**src/rtl/uart_pkg.sv**
```systemverilog
// Shared types and constants for the FIFO-fed UART transmitter.
// Latency: n/a (declarations only).
// Backpressure: n/a.
package uart_pkg;

    localparam int DATA_W = 8;

    // Serial line levels
    localparam logic LINE_IDLE  = 1'b1;
    localparam logic LINE_START = 1'b0;

    typedef enum logic [2:0] {
        IDLE,
        FETCH,
        LOAD,
        START,
        DATA,
        PARITY,
        STOP
    } state_e;

endpackage

```
**src/rtl/fifo_uart_tx_baud_tick.sv**
```systemverilog
// Bit-period counter: counts 0..CLKS_PER_BIT-1 and flags the last cycle of a bit.
// Latency: tick_o is combinational from the counter flop (high in the last cycle of each bit).
// Backpressure: none; clear_i forces the count back to 0 on the next edge.
// Ports: clk_i/rst_i clock and async active-high reset, clear_i restart, tick_o last-cycle flag.
module baud_tick #(
    parameter int CLKS_PER_BIT = 16
) (
    input  logic clk_i,
    input  logic rst_i,
    input  logic clear_i,
    output logic tick_o
);
    localparam int                CNT_W    = $clog2(CLKS_PER_BIT);
    localparam logic [CNT_W-1:0]  CNT_LAST = CNT_W'(CLKS_PER_BIT - 1);

    logic [CNT_W-1:0] cnt_q, cnt_d;

    assign tick_o = (cnt_q == CNT_LAST);

    // Wrapping on tick keeps the count inside 0..CLKS_PER_BIT-1, so no overflow.
    always_comb begin
        cnt_d = cnt_q + 1'b1;
        if (clear_i || tick_o) begin
            cnt_d = '0;
        end
    end

    always_ff @(posedge clk_i or posedge rst_i) begin
        if (rst_i) begin
            cnt_q <= '0;
        end else begin
            cnt_q <= cnt_d;
        end
    end

endmodule

```
**src/rtl/fifo_uart_tx.sv**
```systemverilog
// UART transmitter that pulls bytes from a FIFO read port and sends 8N1 (or 8E1) frames.
// Latency: read_en cycle -> first start-bit cycle is 2 clocks; back-to-back frames have 2 idle-high cycles between them.
// Backpressure: fetches only when tx_enable=1 and mem_empty=0; a frame in flight always completes.
// Ports: read_clk/reset clock and async active-high reset; mem_empty/fifo_out/read_en FIFO read side;
//        tx_enable fetch gate; tx serial line; busy not-idle flag; byte_done end-of-stop pulse.
module fifo_uart_tx
    import uart_pkg::*;
#(
    parameter int CLKS_PER_BIT = 16,
    parameter bit PARITY_EN    = 1'b0
) (
    input  logic              read_clk,
    input  logic              reset,
    input  logic              mem_empty,
    input  logic [DATA_W-1:0] fifo_out,
    output logic              read_en,
    input  logic              tx_enable,
    output logic              tx,
    output logic              busy,
    output logic              byte_done
);
    state_e            state_q, state_d;
    logic [DATA_W-1:0] shift_q, shift_d;
    logic [2:0]        bit_idx_q, bit_idx_d;
    logic              parity_q, parity_d;
    logic              tx_q, tx_d;
    logic              read_en_q;
    logic              byte_done_q, byte_done_d;
    logic              tick;
    logic              cnt_clear;
    logic              can_fetch;

    // Only consulted in IDLE and on the last STOP cycle, so mem_empty changes mid-frame are ignored.
    assign can_fetch = tx_enable && !mem_empty;

    // Restart the bit period on every state change; hold it at 0 outside the line-driving states.
    assign cnt_clear = (state_d != state_q) || (state_q inside {IDLE, FETCH, LOAD});

    baud_tick #(
        .CLKS_PER_BIT(CLKS_PER_BIT)
    ) u_baud_tick (
        .clk_i  (read_clk),
        .rst_i  (reset),
        .clear_i(cnt_clear),
        .tick_o (tick)
    );

    always_comb begin
        state_d     = state_q;
        shift_d     = shift_q;
        bit_idx_d   = bit_idx_q;
        parity_d    = parity_q;
        byte_done_d = 1'b0;
        case (state_q)
            IDLE: begin
                if (can_fetch) begin
                    state_d = FETCH;
                end
            end
            FETCH: begin
                state_d = LOAD;
            end
            LOAD: begin
                // FIFO data is valid the cycle after the read strobe.
                shift_d  = fifo_out;
                parity_d = ^fifo_out;
                state_d  = START;
            end
            START: begin
                if (tick) begin
                    state_d = DATA;
                end
            end
            DATA: begin
                if (tick) begin
                    shift_d   = shift_q >> 1;
                    bit_idx_d = bit_idx_q + 3'd1;
                    if (bit_idx_q == 3'd7) begin
                        state_d = PARITY_EN ? PARITY : STOP;
                    end
                end
            end
            PARITY: begin
                if (tick) begin
                    state_d = STOP;
                end
            end
            STOP: begin
                if (tick) begin
                    byte_done_d = 1'b1;
                    state_d     = can_fetch ? FETCH : IDLE;
                end
            end
            default: begin
                state_d = IDLE;
            end
        endcase
    end

    // Line level is computed for the state being entered so the tx flop lines up with state_q.
    always_comb begin
        tx_d = LINE_IDLE;
        case (state_d)
            START:   tx_d = LINE_START;
            DATA:    tx_d = shift_d[0];
            PARITY:  tx_d = parity_d;
            default: tx_d = LINE_IDLE;
        endcase
    end

    always_ff @(posedge read_clk or posedge reset) begin
        if (reset) begin
            state_q     <= IDLE;
            shift_q     <= '0;
            bit_idx_q   <= '0;
            parity_q    <= 1'b0;
            tx_q        <= LINE_IDLE;
            read_en_q   <= 1'b0;
            byte_done_q <= 1'b0;
        end else begin
            state_q     <= state_d;
            shift_q     <= shift_d;
            bit_idx_q   <= bit_idx_d;
            parity_q    <= parity_d;
            tx_q        <= tx_d;
            read_en_q   <= (state_d == FETCH);
            byte_done_q <= byte_done_d;
        end
    end

    assign tx        = tx_q;
    assign read_en   = read_en_q;
    assign byte_done = byte_done_q;
    assign busy      = (state_q != IDLE);

endmodule

```
**config.mk**
```make
export PLATFORM = sky130hd
export DESIGN_NAME = fifo_uart_tx
export DESIGN_NICKNAME = d
export VERILOG_FILES = /design/src/rtl/uart_pkg.sv /design/src/rtl/fifo_uart_tx_baud_tick.sv /design/src/rtl/fifo_uart_tx.sv
export SDC_FILE = /design/constraint.sdc
export NUM_CORES = 1
export LEC_CHECK = 0
export CAP_MARGIN = 20
export CORE_MARGIN = 4
export CORE_UTILIZATION = 57
export DETAILED_ROUTE_END_ITERATION = 10
export GPL_TIMING_DRIVEN = 0
export HOLD_SLACK_MARGIN = 0.08
export PLACE_DENSITY = 0.83
export SETUP_SLACK_MARGIN = 0.2
export SYNTH_ARGS = -nofsm -noshare
export SYNTH_HDL_FRONTEND = slang
export SYNTH_SLANG_ARGS = --single-unit
```
**constraint.sdc**
```tcl
create_clock -name read_clk -period 3 [get_ports read_clk]
set_input_delay 0.6 -clock read_clk [delete_from_list [all_inputs] [get_ports read_clk]]
set_output_delay 0.6 -clock read_clk [all_outputs]
set_load 0.1 [all_outputs]
```
After elaboration in Yosys (flattened, before gate mapping). Cells that the tools add are included.

Register bits after elaboration: 22. Output and inout bits: 4.

Add/subtract/negate cells: 2. Equal/unequal tests: 14. Multiplexer cells: 15. Reduce and logical (&&, ||, !) cells: 11.

Operator list (count): $pmux W3 S7 (1); $eq A3 B3 Y1 const B (6); $mux W3 (6); $pmux W8 S2 (1); $eq A3 B2 Y1 const B (3); $mux W8 (1); $reduce_xor A8 Y1 (1); $eq A3 B1 Y1 const B (2); $reduce_bool A3 Y1 (2); $add A4 B1 Y4 const B (1); $eq A4 B4 Y1 const B (1); $mux W1 (4); $mux W4 (1); $reduce_and A2 Y1 (2); $add A3 B1 Y3 const B (1); $logic_not A3 Y1 (1); $ne A3 B3 Y1 (1); $pmux W1 S3 (1); $logic_or A1 B1 Y1 (2); $ne A2 B1 Y1 const B (1); $reduce_bool A2 Y1 (1); $logic_and A1 B1 Y1 (1); $logic_not A1 Y1 (1).

Longest topological paths before layout. Gate-level depths: netlist of run 1.

Depth after elaboration: 9. Depth in mapped cells: 6.

Cells and area by module. A second synthesis of run 1 with hierarchy kept.

Cell total of the unflattened synthesis: 107. Area, all modules: 1132.3 µm².

By module, submodules not included: fifo_uart_tx (times used 1, cells each 93, area each 957.2 µm², seq. area each 451.7 µm²); baud_tick (times used 1, cells each 14, area each 175.2 µm², seq. area each 100.1 µm²).

Worst setup path before layout of run 1. Ideal clock, no wire load.

Path kind: register -> output. From: register state_q[0]. To: output port busy. Arrival: 1.401 ns. Setup slack: 0.999 ns. Stages on the path, launching flop included: 3. Buffers on the path: 1. Path through: dfrtp_1 -> buf_2 -> or3_1.

Cells in the longest elaborated chain, start to end: 1.

Ends and longest elaborated chain: start, declared (RTL line fifo_uart_tx.sv:22) `state_e state_q, state_d;`; start signal, assigned (RTL line fifo_uart_tx.sv:121) `state_q <= state_d;`; $reduce_bool A3 Y1 (RTL line fifo_uart_tx.sv:134) `assign busy = (state_q != IDLE);`; end, declared (RTL line fifo_uart_tx.sv:19) `output logic busy,`.

Every way passes these cells.

Worst setup path after layout of run 1. Same ends and word-level chain as after synthesis.

==> impl_metrics.tcl, run 1 <==
set metrics [dict create \
    status "finished, final reports clean" \
    dieHeight_um 52.8 \
    syn-cell-area_sq_um 1150 \
    power.leakage_nw 0.653 \
    placedCellCount 150 \
    cp-start-kind "flop" \
    holdWs_ns 0.482 \
    routabilityCongestion 0.815 \
    clock-sinks 22 \
    rsz0062_at_grt "no" \
    ir_worst_vdd_v 0.000491 \
    insertion_delay_ns 0.30 \
    grt_pass1_wl_um 3620 \
    cp.required_ns 2.40 \
    register_area_sq_um 552 \
    yosys-top-cells-area "dfrtp_1 46%, xnor2_1 6.9%, nand2_1 5.2%, a22oi_1 3.9%, ha_1 3.3%" \
    max-slew-margin-rel 0.345 \
    cts-root-buf "clkbuf_4" \
    ant_nets 0 \
    ys_top_cells_by_count "21 x dfrtp_1, 16 x nand2_1, 9 x xnor2_1" \
    clock_path_buffers 2 \
    yosysSeqAreaShare 0.481 \
    ys_dominant_reg_cell "dfrtp_1" \
    worstReg2RegStart "u_baud_tick.cnt_q[0]" \
    cts_tree "built" \
    drtPass1Iterations 4 \
    layout_min_cycle_time_ns 2.67 \
    min_period_over_period 0.891 \
    htreeDepth 1 \
    drcViolationCount 0 \
    nFillCells 140 \
    hp-start "u_baud_tick.cnt_q[0]" \
    grt_usage 0.177 \
    cp-startpoint "state_q[0]" \
    synth.largest_area_cell "dfrtp_1" \
    skew_ns 0.00599 \
    drv_slew 0 \
    critPathCaptureType "output pin" \
    stdcell_count 154 \
    yosys_warnings 0 \
    drive_gt1_frac 0.140 \
    antennaDiodeCount 0 \
    io_buffers 15 \
    coreArea_sq_um 1820 \
    io_pins 16 \
    fin_nets 145 \
    synth_edf_count 0 \
    syn_avg_cell_area_sq_um 10.4 \
    clkTransAtPathRegs_ns 0.11 \
    grt_max_degree 23 \
    worst_slew_pin_slew_ns 0.979 \
    path_class "reg -> out" \
    max_cap_violations 0 \
    final-hold-violation-count 0 \
    synth_top_area_share 0.459 \
    ys_seq_elements 22 \
    overflow 0 \
    synthCells 110 \
    multi_input_area_sq_um 547 \
    die_x_um 52.8 \
    max_freq_ghz 0.374 \
    drt_wl_total_um 2210 \
    area_growth_pct 18.9 \
    row_count 15 \
    synth_cell_types 35 \
    die-area_sq_um 2790 \
    cp_max_fo 10 \
    initial_core_util 0.630 \
    fin_util 0.748 \
    arrival_ns 2.07 \
    setup_viol 0 \
    avgRoutedWirePerCell_um 14.3 \
    antenna_found_initial 0 \
    cts_buffers 3 \
    synthArstFlopShare 1.00 \
    dr_total_vias 883 \
    power_density_nw_per_um2 738 \
    routed_via_density 5.73 \
    drt_iter0_markers 16 \
    grt_pass1_vias 789 \
    hp-class "reg -> reg" \
    stdcell_area_sq_um 1360 \
    post_dp_cell_area_sq_um 1330 \
    setup_tns_ns 0 \
    yosysMostFrequentCell "dfrtp_1" \
    syn-num-nets 125 \
    dpl.hpwl_um 1680 \
]
[worst paths after layout]
| check | to | slack [ns] | cells past startpoint |
|---|---|---|---|
| worst max-delay path | busy | 0.33 | 3 |
| worst min-delay path | u_baud_tick.cnt_q[0] | 0.48 | 1 |
| worst max register to register | bit_idx_q[1] | 1.31 | 4 |
| worst min register to register | u_baud_tick.cnt_q[0] | 0.48 | 1 |
| max in group asynchronous | byte_done | 1.75 | 2 |
| min in group asynchronous | bit_idx_q[2] | 0.74 | 2 |
[cell type report]
cell class	instances	share of cell area
Tap cell	25	0.0230
Inverter	3	0.00826
Multi-Input combinational cell	80	0.401
Buffer	5	0.0266
Timing Repair Buffer	15	0.109
Sequential cell	22	0.405
Clock buffer	4	0.0266
[where the power goes]
| part | internal [W] | switching [W] |
|---|---|---|
| registers | 0.000398 | 0.0000698 |
| logic | 0.000155 | 0.000223 |
| clock network | 0.0000740 | 0.0000863 |
[repair_timing]
item,in CTS,in global routing
buffers inserted,0,0
hold buffers,0,0
setup endpoints to repair,1,0
gates resized for setup,1,0
[metrics by stage]
stage	setup WS, ns	total power (W)
detailed placement	0.357	0.000850
finish	0.328	0.00101
global placement	0.394	0.000827
global route	0.229	0.00108
CTS	0.305	0.00101
floorplan	0.999	0.000751
[layout by cell type (no fill, tap or decap), types with 2 or more instances in the layout]
cell type / n
and3_1: 3
xnor2_1: 9
o211ai_1: 2
mux2_2: 2
or3_1: 2
inv_1: 3
o21ai_0: 4
a22oi_1: 6
nand3_1: 2
nand2_1: 16
ha_1: 3
buf_2: 2
buf_4: 2
a21oi_1: 5
xor2_1: 2
nor2_1: 7
o21a_1: 2
dfrtp_1: 21
clkbuf_4: 3
clkdlybuf4s50_1: 14
[kinds of logic after synthesis]
| kind of cell | Yosys count | share of synthesized area |
|---|---|---|
| and+or+nand+nor | 41 | 0.205 |
| AOI/OAI and AO/OA | 23 | 0.135 |
| DFF | 22 | 0.481 |
| xor gates and xnor gates | 11 | 0.0841 |
| buffers and inverters | 8 | 0.0415 |
| adders and majority gates | 3 | 0.0328 |
| muxes | 2 | 0.0196 |
[routing by layer]
| layer | track usage | vias up | part of all wire |
|---|---|---|---|
| met5 | 0 | - | 0 |
| met4 | 0.0511 | 0 | 0.014 |
| met3 | 0.0342 | 4 | 0.040 |
| met2 | 0.298 | 23 | 0.50 |
| met1 | 0.229 | 433 | 0.44 |
| li1 | - | 423 | - |
[sequential cells by signal (all words and copies together), names as in the netlist]
signal	count
bit_idx_q	3
byte_done	1
parity_q	1
read_en	1
shift_q	8
state_q	3
tx	1
u_baud_tick.cnt_q	4
[worst max-delay path: stages (launching register included)]
cell and delay, ns:
dfrtp_1 0.54, buf_2 0.26, or3_1 0.13, dlygate4sd2_1 0.85
Note: power is estimated with default switching activity, not from simulation.
==> run 2: changes to the inputs <==
--- a/config.mk
+++ b/config.mk
@@ -5,13 +5,14 @@
 export SDC_FILE = /design/constraint.sdc
 export NUM_CORES = 1
 export LEC_CHECK = 0
+export ABC_AREA = 1
 export CAP_MARGIN = 20
 export CORE_MARGIN = 4
-export CORE_UTILIZATION = 57
+export CORE_UTILIZATION = 55
 export DETAILED_ROUTE_END_ITERATION = 10
 export GPL_TIMING_DRIVEN = 0
 export HOLD_SLACK_MARGIN = 0.08
-export PLACE_DENSITY = 0.83
+export PLACE_DENSITY = 0.79
 export SETUP_SLACK_MARGIN = 0.2
 export SYNTH_ARGS = -nofsm -noshare
 export SYNTH_HDL_FRONTEND = slang
==> impl_metrics.tcl, run 2 <==
set metrics [dict create \
    largest-register "shift_q" \
    ys_top_cells_by_count "56 x nand2_1, 21 x dfrtp_1, 17 x inv_1" \
    yosys-top-cells-area "dfrtp_1 41%, nand2_1 16%, inv_1 5.0%, nor2_1 4.4%, nand3_1 4.3%" \
    setup_viol 0 \
    cts_setup_buffers 0 \
    cpMaxStageDelayCell "clkdlybuf4s50_1" \
    yosysSeqAreaShare 0.433 \
    grt_max_degree 23 \
    synth_edf_count 0 \
    max-slew-margin-rel 0.347 \
    htreeDepth 1 \
    skew_ns 0.00228 \
    antenna_found_initial 0 \
    syn-cell-area_sq_um 1270 \
    syn_avg_cell_area_sq_um 7.87 \
    crit_path_max_incr_delay_ns 1.12 \
    overflow 0 \
    clock_path_buffers 2 \
    rsz0062_at_grt "no" \
    register_area_sq_um 552 \
    multi_input_area_sq_um 624 \
    drt_iter0_markers 41 \
    drtPass1Iterations 4 \
    cp_max_fo 1 \
    yosysMostFrequentCell "nand2_1" \
    ys_seq_elements 22 \
    cts_tree "built" \
    placedCellCount 205 \
    largest_registers "shift_q x8, u_baud_tick.cnt_q x4" \
    dr_total_vias 1066 \
    drcViolationCount 0 \
    synth_cell_types 26 \
    final-hold-violation-count 0 \
    synthCells 162 \
    setup_tns_ns 0 \
    io_buffers 15 \
    final_cell_mix "56 x nand2_1, 21 x dfrtp_1, 17 x inv_1" \
    ir_worst_vdd_v 0.000296 \
    synth.largest_area_cell "dfrtp_1" \
    dieHeight_um 56.1 \
    grt_usage 0.188 \
    critPathCaptureType "output pin" \
    area_growth_pct 17.6 \
    die_x_um 56.1 \
    nFillCells 180 \
    cp-start-kind "flop" \
    cts-root-buf "clkbuf_4" \
    antennaDiodeCount 0 \
    avgRoutedWirePerCell_um 11.7 \
    synthArstFlopShare 1.00 \
    yosys_warnings 0 \
    die-area_sq_um 3150 \
    coreArea_sq_um 2210 \
    drive_gt1_frac 0.149 \
    grt_pass1_vias 1099 \
    ant_nets 0 \
    largest_register_ffs 8 \
    syn-num-nets 177 \
    insertion_delay_ns 0.31 \
    row_count 17 \
    crit_chain "clkdlybuf4s50_1" \
    status "finished, final reports clean" \
    max_freq_ghz 0.390 \
    min_period_over_period 0.856 \
    hp-class "reg -> reg" \
    cp_top_family "buffers and inverters" \
    drt_wl_total_um 2450 \
    synth_top_area_share 0.412 \
    crit_buf_inv 1 \
    layout_min_cycle_time_ns 2.57 \
    worst_slew_pin_slew_ns 0.977 \
    max_cap_violations 0 \
    path_class "reg -> out" \
    arrival_ns 1.97 \
    ys_dominant_reg_cell "dfrtp_1" \
    power.leakage_nw 0.784 \
    initial_core_util 0.576 \
    routabilityCongestion 0.795 \
    power_density_nw_per_um2 356 \
    grt_pass1_wl_um 4790 \
    cts_buffers 3 \
    clkTransAtPathRegs_ns 0.12 \
    io_pins 16 \
    drv_slew 0 \
    layout_commonest_cell "nand2_1" \
    cp.required_ns 2.40 \
    routed_via_density 5.10 \
    clock-sinks 22 \
    stdcell_count 209 \
    fin_nets 197 \
    dpl.hpwl_um 1940 \
]
==> run 2: cell count changes after synthesis, moves of 3 or more <==
cell / change
nand3_2: +3
nand2_1: +40
nand3_1: +9
and3_1: -3
a21oi_1: -5
inv_2: +5
nand2_2: +4
inv_1: +14
nor2_1: +8
xnor2_1: -8
==> run 2: per-layer routing <==
metal | global-route usage | vias to the layer above | wire length, um
met5 | 0 | - | 0
met4 | 0.0508 | 0 | 31
met3 | 0.0464 | 3 | 118
met2 | 0.309 | 19 | 1170
met1 | 0.246 | 497 | 1130
li1 | - | 547 | -
==> run 2: area by class of cell <==
class | instances | share of cell area
clock buffers | 4 | 0.0242
repair buffers | 15 | 0.102
inverters | 22 | 0.0551
well taps | 28 | 0.0234
multi-input cells | 116 | 0.417
flip-flops and latches | 22 | 0.368
plain buffers | 2 | 0.0109
==> run 2: per-stage QoR <==
stage          hold WS [ns]  total power, W  utilization  setup WS [ns]  instance area (sq um)
2_1_floorplan         0.432        0.000349            -           1.14                   1270
3_3_place_gp          0.447        0.000372        0.660          0.671                   1460
3_5_place_dp          0.465        0.000375        0.660          0.648                   1460
4_1_cts               0.486        0.000543        0.676          0.278                   1500
5_1_grt               0.501        0.000564        0.678          0.385                   1500
6_report              0.477        0.000534        0.678          0.433                   1500
==> run 2: repair_timing <==
action                     in CTS  in global routing
resized for setup               0                  1
hold buffers                    0                  0
setup endpoints to repair       0                  1
==> run 2: worst paths after layout <==
kind                                 startpoint                   end  slack [ns]  cells past startpoint
max                                          tx                    tx        0.43                      1
min in group asynchronous                 reset  u_baud_tick.cnt_q[1]        0.73                      2
max in group asynchronous                 reset             byte_done        1.77                      2
max reg2reg                u_baud_tick.cnt_q[0]          bit_idx_q[1]        1.51                      7
min reg2reg                u_baud_tick.cnt_q[0]  u_baud_tick.cnt_q[0]        0.48                      1
min                        u_baud_tick.cnt_q[0]  u_baud_tick.cnt_q[0]        0.48                      1
==> run 2: power by group <==
| part | total (W) | leakage, nW | internal, W | switching [W] |
|---|---|---|---|---|
| combinational | 0.0000612 | 0.507 | 0.0000265 | 0.0000348 |
| sequential | 0.000308 | 0.256 | 0.000304 | 0.00000315 |
| clock | 0.000165 | 0.0210 | 0.0000743 | 0.0000912 |
==> run 2: cells by family after synthesis <==
group                    count (synthesis)  synth area share
AO/OA/AOI/OAI                           11            0.0599
XOR/XNOR                                 3            0.0206
adder cells (fa/ha/maj)                  3            0.0294
buffers and inverters                   24            0.0775
flip-flops                              22             0.433
AND/OR/NAND/NOR                         99             0.380
